## config.mk

```make
export PLATFORM = sky130hd
export DESIGN_NAME = setup_param
export DESIGN_NICKNAME = d
export VERILOG_FILES = /design/src/rtl/setup_pkg.sv /design/src/rtl/setup_entry_buf.sv /design/src/rtl/setup_param.sv
export SDC_FILE = /design/constraint.sdc
export NUM_CORES = 2
export LEC_CHECK = 0
export ABC_AREA = 1
export ABC_CLOCK_PERIOD_IN_PS = 3200
export CORE_MARGIN = 4
export CORE_UTILIZATION = 50
export CTS_CLUSTER_SIZE = 10
export DETAILED_ROUTE_END_ITERATION = 6
export MAX_ROUTING_LAYER = met4
export PLACE_DENSITY = 0.8
export SLEW_MARGIN = 20
export SYNTH_ARGS = -nofsm -noshare
export SYNTH_HDL_FRONTEND = slang
export SYNTH_SLANG_ARGS = --single-unit
```

## constraint.sdc

```tcl
create_clock -name clk -period 3.2 [get_ports clk]
set_input_delay 0.8 -clock clk [delete_from_list [all_inputs] [get_ports clk]]
set_output_delay 0.8 -clock clk [all_outputs]
set_load 0.02 [all_outputs]
```

## src/rtl/setup_pkg.sv

```systemverilog
// Shared types and constants for the setup-mode controller: display packet,
// password packet, configuration record, key codes and FSM states.
package setup_pkg;

    localparam int MAX_PASS  = 12;
    localparam int MAX_USERS = 8;

    localparam logic [3:0] KEY_A = 4'hA;
    localparam logic [3:0] KEY_B = 4'hB;
    localparam logic [3:0] BLANK = 4'hF;

    // Index 5 is BCD5 (option index), indices 4..0 are the entry digits
    typedef logic [5:0][3:0] bcdPac_t;

    // Right-aligned digits: index 0 is the most recently typed digit, unused nibbles are 0xF
    typedef logic [MAX_PASS-1:0][3:0] senhaPac_t;

    typedef struct packed {
        logic                        bip_status;
        logic [6:0]                  bip_time;
        logic [6:0]                  tranca_aut_time;
        senhaPac_t                   senha_master;
        senhaPac_t [MAX_USERS-1:0]   senha_user;
    } setupPac_t;

    typedef enum logic [2:0] {
        S_IDLE   = 3'd0,
        S_ARMED  = 3'd1,
        S_EDIT   = 3'd2,
        S_COMMIT = 3'd3,
        S_DONE   = 3'd4
    } state_t;

    localparam bcdPac_t   BCD_BLANK     = {6{4'hF}};
    localparam senhaPac_t SENHA_OFF     = {MAX_PASS{4'hF}};
    localparam senhaPac_t SENHA_DEFAULT = {{(MAX_PASS-4){4'hF}}, 4'h1, 4'h2, 4'h3, 4'h4};

    function automatic logic [6:0] clamp7(input logic [6:0] v, input logic [6:0] lo,
                                          input logic [6:0] hi);
        logic [6:0] r;
        if (v < lo) begin
            r = lo;
        end else if (v > hi) begin
            r = hi;
        end else begin
            r = v;
        end
        return r;
    endfunction

    function automatic setupPac_t setup_default();
        setupPac_t s;
        s.bip_status      = 1'b1;
        s.bip_time        = 7'd5;
        s.tranca_aut_time = 7'd5;
        s.senha_master    = SENHA_DEFAULT;
        for (int i = 0; i < MAX_USERS; i++) begin
            s.senha_user[i] = SENHA_OFF;
        end
        return s;
    endfunction

endpackage

```

## src/rtl/setup_entry_buf.sv

```systemverilog
// Keypad digit buffer: shifts digits in, counts them, and drops digits once
// PASS_MAX are held. Also exposes the next low five digits for the display.
module setup_entry_buf
    import setup_pkg::*;
#(
    parameter int PASS_MAX = 12
) (
    input  logic            clk,
    input  logic            rst_n,
    input  logic            clr,
    input  logic            push,
    input  logic [3:0]      digit,
    output senhaPac_t       digits,
    output logic [3:0]      count,
    output logic [4:0][3:0] view_nxt
);

    senhaPac_t  digits_r;
    senhaPac_t  digits_s;
    logic [3:0] count_r;
    logic [3:0] count_s;

    // Next buffer contents: clear wins over push, a full buffer ignores new digits
    always_comb begin
        digits_s = digits_r;
        count_s  = count_r;
        if (clr) begin
            digits_s = SENHA_OFF;
            count_s  = 4'd0;
        end else if (push && (count_r < 4'(PASS_MAX))) begin
            digits_s = {digits_r[MAX_PASS-2:0], digit};
            count_s  = count_r + 4'd1;
        end else begin
            digits_s = digits_r;
            count_s  = count_r;
        end
    end

    // Buffer state registers
    always_ff @(posedge clk or negedge rst_n) begin
        if (!rst_n) begin
            digits_r <= SENHA_OFF;
            count_r  <= 4'd0;
        end else begin
            digits_r <= digits_s;
            count_r  <= count_s;
        end
    end

    assign digits   = digits_r;
    assign count    = count_r;
    assign view_nxt = digits_s[4:0];

endmodule

```

## src/rtl/setup_param.sv

```systemverilog
// Keypad-driven setup controller: edits a working copy of the configuration and
// publishes it on key B. Define SETUP_TIMEOUT_EN to abort an idle session.
module setup_param
    import setup_pkg::*;
#(
    parameter int NUM_USERS      = 4,
    parameter int PASS_MAX       = 12,
    parameter int BIP_MIN        = 5,
    parameter int BIP_MAX        = 60,
    parameter int TRANCA_MIN     = 5,
    parameter int TRANCA_MAX     = 60,
    parameter int TIMEOUT_CYCLES = 500
) (
    input  logic       clk,
    input  logic       rst_n,
    input  logic       setup_on,
    input  logic [3:0] digitos_value,
    input  logic       digitos_valid,
    output logic       display_en,
    output bcdPac_t    bcd_pac,
    output setupPac_t  data_setup_new,
    output logic       data_setup_ok
);

    localparam logic [3:0] LAST_OPT = 4'(4 + NUM_USERS);

    if (NUM_USERS < 1 || NUM_USERS > MAX_USERS || PASS_MAX < 4 || PASS_MAX > MAX_PASS ||
        TIMEOUT_CYCLES < 1) begin : g_param_check
        $error("setup_param: parameter out of range");
    end

    state_t          state_r;
    logic [3:0]      opt_r;
    setupPac_t       work_r;
    setupPac_t       setup_r;
    setupPac_t       work_commit_s;
    bcdPac_t         bcd_r;
    logic            display_en_r;
    logic            ok_r;

    logic            key_digit_s;
    logic            key_a_s;
    logic            key_b_s;
    logic            buf_clr_s;
    logic            buf_push_s;
    logic            timeout_s;
    logic            pass_ok_s;
    logic [2:0]      user_idx_s;
    logic [6:0]      num_s;
    senhaPac_t       ent_digits_s;
    logic [3:0]      ent_count_s;
    logic [4:0][3:0] view_nxt_s;
    logic [3:0]      opt_next_s;

    assign key_digit_s = digitos_valid && (digitos_value <= 4'd9);
    assign key_a_s     = digitos_valid && (digitos_value == KEY_A);
    assign key_b_s     = digitos_valid && (digitos_value == KEY_B);
    assign buf_push_s  = (state_r == S_EDIT) && key_digit_s;
    assign buf_clr_s   = (state_r == S_IDLE) || (state_r == S_COMMIT) ||
                         ((state_r == S_EDIT) && key_a_s) || timeout_s;
    assign opt_next_s  = (opt_r == LAST_OPT) ? 4'd1 : (opt_r + 4'd1);

    setup_entry_buf #(.PASS_MAX(PASS_MAX)) u_entry_buf (
        .clk      (clk),
        .rst_n    (rst_n),
        .clr      (buf_clr_s),
        .push     (buf_push_s),
        .digit    (digitos_value),
        .digits   (ent_digits_s),
        .count    (ent_count_s),
        .view_nxt (view_nxt_s)
    );

`ifdef SETUP_TIMEOUT_EN
    localparam int TW = $clog2(TIMEOUT_CYCLES + 1);
    logic [TW-1:0] idle_cnt_r;

    // Counts consecutive cycles without a key strobe while a session is open
    always_ff @(posedge clk or negedge rst_n) begin
        if (!rst_n) begin
            idle_cnt_r <= '0;
        end else if (((state_r == S_ARMED) || (state_r == S_EDIT)) && !digitos_valid) begin
            idle_cnt_r <= idle_cnt_r + TW'(1);
        end else begin
            idle_cnt_r <= '0;
        end
    end

    assign timeout_s = ((state_r == S_ARMED) || (state_r == S_EDIT)) && !digitos_valid &&
                       (idle_cnt_r == TW'(TIMEOUT_CYCLES - 1));
`else
    assign timeout_s = 1'b0;
`endif

    // Two-digit numeric value: the digit before the last one is the tens place
    assign num_s      = (ent_count_s >= 4'd2) ?
                        (7'(ent_digits_s[1]) * 7'd10 + 7'(ent_digits_s[0])) :
                        7'(ent_digits_s[0]);
    assign pass_ok_s  = (ent_count_s >= 4'd4) && (ent_count_s <= 4'(PASS_MAX));
    assign user_idx_s = 3'(opt_r - 4'd5);

    // Working copy with the pending entry applied to the current option
    always_comb begin
        work_commit_s = work_r;
        if (ent_count_s == 4'd0) begin
            work_commit_s = work_r;
        end else begin
            case (opt_r)
                4'd1: work_commit_s.bip_status = (ent_digits_s[0] != 4'd0);
                4'd2: work_commit_s.bip_time = clamp7(num_s, 7'(BIP_MIN), 7'(BIP_MAX));
                4'd3: work_commit_s.tranca_aut_time =
                          clamp7(num_s, 7'(TRANCA_MIN), 7'(TRANCA_MAX));
                4'd4: begin
                    if (pass_ok_s) begin
                        work_commit_s.senha_master = ent_digits_s;
                    end else begin
                        work_commit_s.senha_master = work_r.senha_master;
                    end
                end
                default: begin
                    if ((opt_r >= 4'd5) && (opt_r <= LAST_OPT) && pass_ok_s) begin
                        work_commit_s.senha_user[user_idx_s] = ent_digits_s;
                    end else begin
                        work_commit_s = work_r;
                    end
                end
            endcase
        end
    end

    // Session FSM with registered display, configuration and strobe outputs
    always_ff @(posedge clk or negedge rst_n) begin
        if (!rst_n) begin
            state_r      <= S_IDLE;
            opt_r        <= 4'd0;
            work_r       <= setup_default();
            setup_r      <= setup_default();
            bcd_r        <= BCD_BLANK;
            display_en_r <= 1'b0;
            ok_r         <= 1'b0;
        end else begin
            ok_r <= 1'b0;
            case (state_r)
                S_IDLE: begin
                    if (setup_on) begin
                        work_r       <= setup_r;
                        display_en_r <= 1'b1;
                        bcd_r        <= BCD_BLANK;
                        state_r      <= S_ARMED;
                    end
                end
                S_ARMED: begin
                    if (timeout_s) begin
                        display_en_r <= 1'b0;
                        bcd_r        <= BCD_BLANK;
                        state_r      <= S_IDLE;
                    end else if (key_a_s) begin
                        opt_r   <= 4'd1;
                        bcd_r   <= {4'd1, {5{BLANK}}};
                        state_r <= S_EDIT;
                    end else if (key_b_s) begin
                        state_r <= S_COMMIT;
                    end
                end
                S_EDIT: begin
                    if (timeout_s) begin
                        display_en_r <= 1'b0;
                        bcd_r        <= BCD_BLANK;
                        state_r      <= S_IDLE;
                    end else if (key_a_s) begin
                        work_r <= work_commit_s;
                        opt_r  <= opt_next_s;
                        bcd_r  <= {opt_next_s, {5{BLANK}}};
                    end else if (key_b_s) begin
                        state_r <= S_COMMIT;
                    end else if (key_digit_s) begin
                        bcd_r[4:0] <= view_nxt_s;
                    end
                end
                S_COMMIT: begin
                    work_r  <= work_commit_s;
                    state_r <= S_DONE;
                end
                S_DONE: begin
                    setup_r      <= work_r;
                    ok_r         <= 1'b1;
                    display_en_r <= 1'b0;
                    bcd_r        <= BCD_BLANK;
                    state_r      <= S_IDLE;
                end
                default: begin
                    display_en_r <= 1'b0;
                    bcd_r        <= BCD_BLANK;
                    state_r      <= S_IDLE;
                end
            endcase
        end
    end

    assign display_en     = display_en_r;
    assign bcd_pac        = bcd_r;
    assign data_setup_new = setup_r;
    assign data_setup_ok  = ok_r;

endmodule

```

Word level (Yosys, flattened, before mapping)
Index checks and enable logic that the tools add are counted.
{"block": "totals", "ff_bits": 979, "inputBits": 8, "out_inout_bits": 473}
{"block": "classes", "n_addsub": 4, "n_mul": 1, "n_lt_le_gt_ge": 11, "eq_ne": 17, "mux": 39, "n_bitwise": 2, "n_reduce_logical": 26}
{"operator": "two-way mux 447 bit", "n": 3}
{"operator": "one-hot mux 447 bit (3 select lines)", "n": 1}
{"operator": "two-way mux 384 bit", "n": 2}
{"operator": "bitwise mux 384 bit", "n": 1}
{"operator": "two-way mux 48 bit", "n": 5}
{"operator": "demux 48 bit (select 3 bit)", "n": 1}
{"operator": "one-hot mux 24 bit (4 select lines)", "n": 1}
{"operator": "two-way mux 20 bit", "n": 3}
{"operator": "two-way mux 24 bit", "n": 2}
{"operator": "two-way mux 7 bit", "n": 5}
{"operator": "two-way mux 4 bit", "n": 5}
{"operator": "== test 4 bit (second input constant)", "n": 3}
{"operator": "less-or-equal comparator 4 bit (second input constant)", "n": 3}
{"operator": "two-way mux 3 bit", "n": 4}
{"operator": "one-hot mux 3 bit (4 select lines)", "n": 1}
{"operator": "logical AND 1 bit", "n": 10}
{"operator": "adder 4 x 1 -> 4 bit (second input constant)", "n": 2}
{"operator": "== test 4 x 2 -> 1 bit (second input constant)", "n": 2}
{"operator": "greater-or-equal comparator 4 x 3 -> 1 bit (second input constant)", "n": 2}
{"operator": "!= test 2 bit (second input constant)", "n": 4}
{"operator": "one-hot mux 4 bit (2 select lines)", "n": 1}
{"operator": "adder 7 x 4 -> 7 bit", "n": 1}
{"operator": "> comparator 7 x 6 -> 1 bit (second input constant)", "n": 1}
{"operator": "less-than comparator 7 x 3 -> 1 bit (second input constant)", "n": 1}
{"operator": "27 further kinds", "n": 36}

Longest topological paths before layout
{"block": "logic_depth", "word_depth": 11, "mapped_depth": 15, "depth_no_buf": 15}

Hierarchy
From an unflattened synthesis, not the netlist that was laid out.
{"block": "unflattened", "hier_cells": 4783, "hier_area_um2": 42489.5}
{"module": "setup_param", "instances": 1, "cells_each": 4519, "area_per_inst_um2": 40139.7, "seq_area_each_um2": 24293.3}
{"module": "setup_entry_buf", "instances": 1, "cells_each": 264, "area_per_inst_um2": 2349.8, "seq_area_each_um2": 1361.3}

Worst setup path before layout
No wires, ideal clock.
{"block": "synth_timing", "path_kind": "register to register", "from": "register u_entry_buf.digits_r, in the netlist u_entry_buf.digits[7]", "to": "register work_r[434] (netlist bit)", "arrival_ps": 2317, "t_required_ps": 3110, "setup_slack_ps": 793, "stages_incl_launch_ff": 13, "path_buffers": 0, "period_less_slack_ps": 2407, "path_cell_list": "dfstp_2 > ha_1 > ha_1 > inv_1 > fa_1 > nor2_1 > nand3_1 > nand2_1 > nand3_1 > nand2_1 > nor2_1 > o21ai_0 > a21boi_0"}
{"block": "synth_via", "elab_chain_cells": 10, "word_cells_on_any_way": 11}
{"element": "start: declaration", "line": "setup_entry_buf.sv:18", "rtl": "senhaPac_t digits_r;"}
{"element": "start signal: assignment", "line": "setup_entry_buf.sv:45", "rtl": "digits_r <= digits_s;"}
{"element": "multiplier 4 x 3 -> 6 bit *", "line": "setup_param.sv:97", "rtl": "(7'(ent_digits_s[1]) * 7'd10 + 7'(ent_digits_s[0])) :"}
{"element": "adder 7 x 4 -> 7 bit *", "line": "setup_param.sv:97"}
{"element": "two-way mux 7 bit *", "line": "setup_param.sv:96", "rtl": "assign num_s = (ent_count_s >= 4'd2) ?"}
{"element": "> comparator 7 x 6 -> 1 bit", "line": "setup_pkg.sv:43", "rtl": "end else if (v > hi) begin"}
{"element": "two-way mux 7 bit", "line": "setup_pkg.sv:43"}
{"element": "two-way mux 7 bit * (2 in a row)"}
{"element": "two-way mux 447 bit *", "line": "setup_param.sv:105", "rtl": "if (ent_count_s == 4'd0) begin"}
{"element": "two-way mux 447 bit", "line": "setup_param.sv:170", "rtl": "end else if (key_a_s) begin"}
{"element": "one-hot mux 447 bit (3 select lines) *", "line": "setup_param.sv:143", "rtl": "case (state_r)"}
{"element": "end signal: assignment", "line": "setup_param.sv:146", "rtl": "work_r <= setup_r;"}
{"element": "end signal: assignment", "line": "setup_param.sv:171", "rtl": "work_r <= work_commit_s;"}
{"element": "end signal: assignment", "line": "setup_param.sv:181", "rtl": "work_r <= work_commit_s;"}
{"element": "end: declaration", "line": "setup_param.sv:34", "rtl": "setupPac_t work_r;"}
Every way passes the cells marked *; elsewhere a longest branch is shown, timed or not. The select of a mux whose other input is x is not followed.
A chain may end at the register's enable or synchronous reset.

Worst setup path in the final report
{"block": "layout_timing", "from": "register u_entry_buf.digits_r, in the netlist u_entry_buf.digits[7]", "to": "register work_r[441] (netlist bit)"}
{"block": "layout_via", "elab_chain_cells": 10, "word_cells_on_any_way": 11}
{"element": "multiplier 4 x 3 -> 6 bit *", "line": "setup_param.sv:97"}
{"element": "adder 7 x 4 -> 7 bit *", "line": "setup_param.sv:97"}
{"element": "two-way mux 7 bit *", "line": "setup_param.sv:96"}
{"element": "> comparator 7 x 6 -> 1 bit", "line": "setup_pkg.sv:43"}
{"element": "two-way mux 7 bit", "line": "setup_pkg.sv:43"}
{"element": "two-way mux 7 bit *", "line": "setup_pkg.sv:41", "rtl": "if (v < lo) begin"}
{"element": "two-way mux 7 bit *"}
{"element": "two-way mux 447 bit *", "line": "setup_param.sv:105"}
{"element": "two-way mux 447 bit", "line": "setup_param.sv:170"}
{"element": "one-hot mux 447 bit (3 select lines) *", "line": "setup_param.sv:143"}
Marks and branches as above.

==> out/qor.txt <==
# DRC = 0
Pre-Repair DR Iteration Count = 6
Post-synthesis sequential area ratio = 0.6064
Hold Crit Class = input pin to asynchronous set/reset pin
Vias in the first global route = 33.45k
H-tree depth = 3
Post-synth top area cell = dfstp_2
Die H = 298.9 um
Critical path data required time = 3.76 ns
Max clock buf depth = 3
Reg-to-Reg Start = u_entry_buf.digits[7]
#FFs+latches synth = 979
Non-filler cells, final = 6,235
Post-synth top cells = nand2_1, dfstp_2, o21ai_0
Static leakage = 20.30 nW
Synth Area per Inst = 9.031 sq um
Crit-path cells = ha_1, ha_1, inv_1, fa_1, nor2_1, nand3_1, nand2_1, nand3_1, nand2_1, nor2_1, o21ai_0, a21boi_0
Outcome = completed
Top-Level Pins = 481
Main synth FF type = dfstp_2
Starting Density = 0.5048
Port buffer count = 480
# setup viols final = 0
Async S/R FF share, synth = 1.000
Slew @ Worst Pin = 1.027 ns
Worst Clk Skew = 0.03510 ns
Layout area overhead = 21.46%
Synth Area in XOR/XNOR = 0.0006210
Crit path DAT = 3.36 ns
Die Footprint = 0.08934 sq mm
Unrepaired setup endpoints after global routing = no
Post-synthesis cell count = 4,685
Startpoint Class = flop
Die Wd = 298.9 um
YS warnings = 0
CP Class = flop to flop
Synth Area in Compound Gates = 0.1606
# clock sinks = 979
First-pass GRT wire length = 195,300 um
Post-synth top area share = 0.5738
Post-layout min period = 2.795 ns
CP max FO = 7
Via count = 34.38k
Post-Synth Simple-Gate Area = 0.1585
CTS Buf Count = 110
Mux cell area share after synthesis = 0
Largest net degree at the start of global routing = 240
Count leader, synth = nand2_1
Mapped cell area = 0.04231 sq mm
Gpl congestion = 0.8464
Final nets = 5,091
Wirelength per Cell = 19.98 um
DP HPWL = 81,370 um
Post-route ant nets = 0
Final period util = 0.8734
Worst path slowest cell = dfstp_2
Largest family of logic cells by synthesized area = compound AO/OA/AOI/OAI gates
Adder-Cell Fraction of Synth Area = 0.004791
Placed cells = 6,090
Final hold slack = 0.1566 ns
Setup TNS = 0 ns
Cell Pwr Density = 993.7 mW/mm^2
Placement Rows = 106
Crit-path max cell delay = 0.58 ns
Top cells by area, synth = dfstp_2, nand2_1, o21ai_0, a22oi_1, inv_1
Gr usage total = 0.2821
Vias per std cell = 5.514
Relative slew margins = 0.3155
Maximum vdd drop = 0.8221 mV
EDFF count, synth = 0
Fmax = 357.8 MHz
R2R Setup Slk = 0.40 ns
Layout cells sized above 1 = 0.2319
Post-CTS setup buffer count = 0
CTS tree = yes
Resized Gates After CTS = 0
Drt total wl = 124,600 um
Worst Reg-to-Reg Cells = 12
Crit path from = u_entry_buf.digits[7]
Core area = 0.08382 sq mm
Worst setup EP type = flop
Hold-fix buffers, CTS = 0
Initial antenna violation count = 5
Final Hold Vio Count = 0
Distinct cells, synth = 42
Critical path endpoint = work_r[441]
Clk pin slew, worst setup/hold paths = 0.06 ns
R2r endpoint = work_r[441]
Mapped Nets = 4,708
DR iter-0 viols = 3,658
Max-slew violation count = 0
Total gr overflow = 0
Root Buffer = clkbuf_16
Max cap viols = 0
Clk Latency, worst-skew pair = 0.67 ns
==> flip-flops by register name (all words and copies together), names as in the netlist <==
register / flops
data_setup_ok: 1
u_entry_buf.count: 4
state_r: 3
bcd_pac: 24
u_entry_buf.digits: 48
data_setup_new: 447
work_r: 447
display_en: 1
opt_r: 4
==> final cells by class <==
cell class | instances | area [sq um]
flip-flops and latches | 979 | 25650
clock buffers | 129 | 2824
well taps | 1134 | 1419
multi-input cells | 2989 | 13830
inverters | 407 | 1543
fillers | 6813 | 32430
repair buffers | 581 | 5943
diodes | 4 | 10.01
clock inverters | 12 | 167.7
==> worst max-delay path: cells and delay by family, from the launching register on <==
family | cells | cell delay [ns]
and+or+nand+nor | 6 | 0.80
adders and majority gates | 3 | 0.88
buffers and inverters | 1 | 0.07
AOI/OAI and AO/OA | 2 | 0.36
DFF | 1 | 0.58
==> report_power, final <==
group	leakage, nW	internal (mW)	switching, mW
clock network	1.45	6.17	4.84
registers	10.3	18.6	2.54
logic	8.58	6.35	12.6
total	20.3	31.1	19.9
==> routing by layer <==
metal	part of all wire	vias to the layer above	GRT usage
met4	0.025	0	0.07634
met3	0.085	193	0.05289
li1	-	15850	-
met5	0	-	-
met1	0.43	16900	0.4008
met2	0.46	1432	0.4193
==> cells in the final DEF, fill, tap and decap left out, types with 71 or more instances in the layout <==
| cell | instances |
|---|---|
| clkbuf_16 | 110 |
| nor2_1 | 79 |
| nand2_1 | 1586 |
| o21ai_1 | 190 |
| a22oi_1 | 224 |
| inv_1 | 396 |
| clkdlybuf4s50_1 | 479 |
| buf_4 | 71 |
| dfstp_2 | 924 |
| o21ai_0 | 694 |
==> metrics by stage <==
| step | cell area, sq um | total power [mW] | utilization | setup slack, ns |
|---|---|---|---|---|
| CTS | 51380 | 51.21 | 0.6130 | 0.4092 |
| detailed placement | 48390 | 39.99 | 0.5773 | 0.2495 |
| global route | 51380 | 54.03 | 0.6130 | 0.09498 |
| finish | 51390 | 51.07 | 0.6131 | 0.4050 |
| floorplan | 42310 | 32.00 | - | 0.7927 |
| global placement | 48390 | 39.40 | 0.5773 | 0.3558 |
==> kinds of logic (layout without fill, tap and decap cells) <==
family | count (synthesis) | after routing
AO/OA/AOI/OAI | 1224 | 1224
XOR/XNOR | 3 | 3
adder cells (fa/ha/maj) | 15 | 15
buffers and inverters | 717 | 1129
flip-flops | 979 | 979
other | 0 | 4
AND/OR/NAND/NOR | 1747 | 1747
==> how the worst min path moves through the flow <==
| stage | end | slack, ns | depth (start not counted) |
|---|---|---|---|
| floorplan | work_r[393] | 0.44 | 2 |
| global placement | data_setup_new[20] | 0.45 | 2 |
| detailed placement | data_setup_new[163] | 0.45 | 2 |
| CTS | state_r[1] | 0.13 | 1 |
| global route | state_r[1] | 0.16 | 1 |
| finish | state_r[1] | 0.16 | 1 |
No activity file was read; power rests on OpenSTA's default activity.
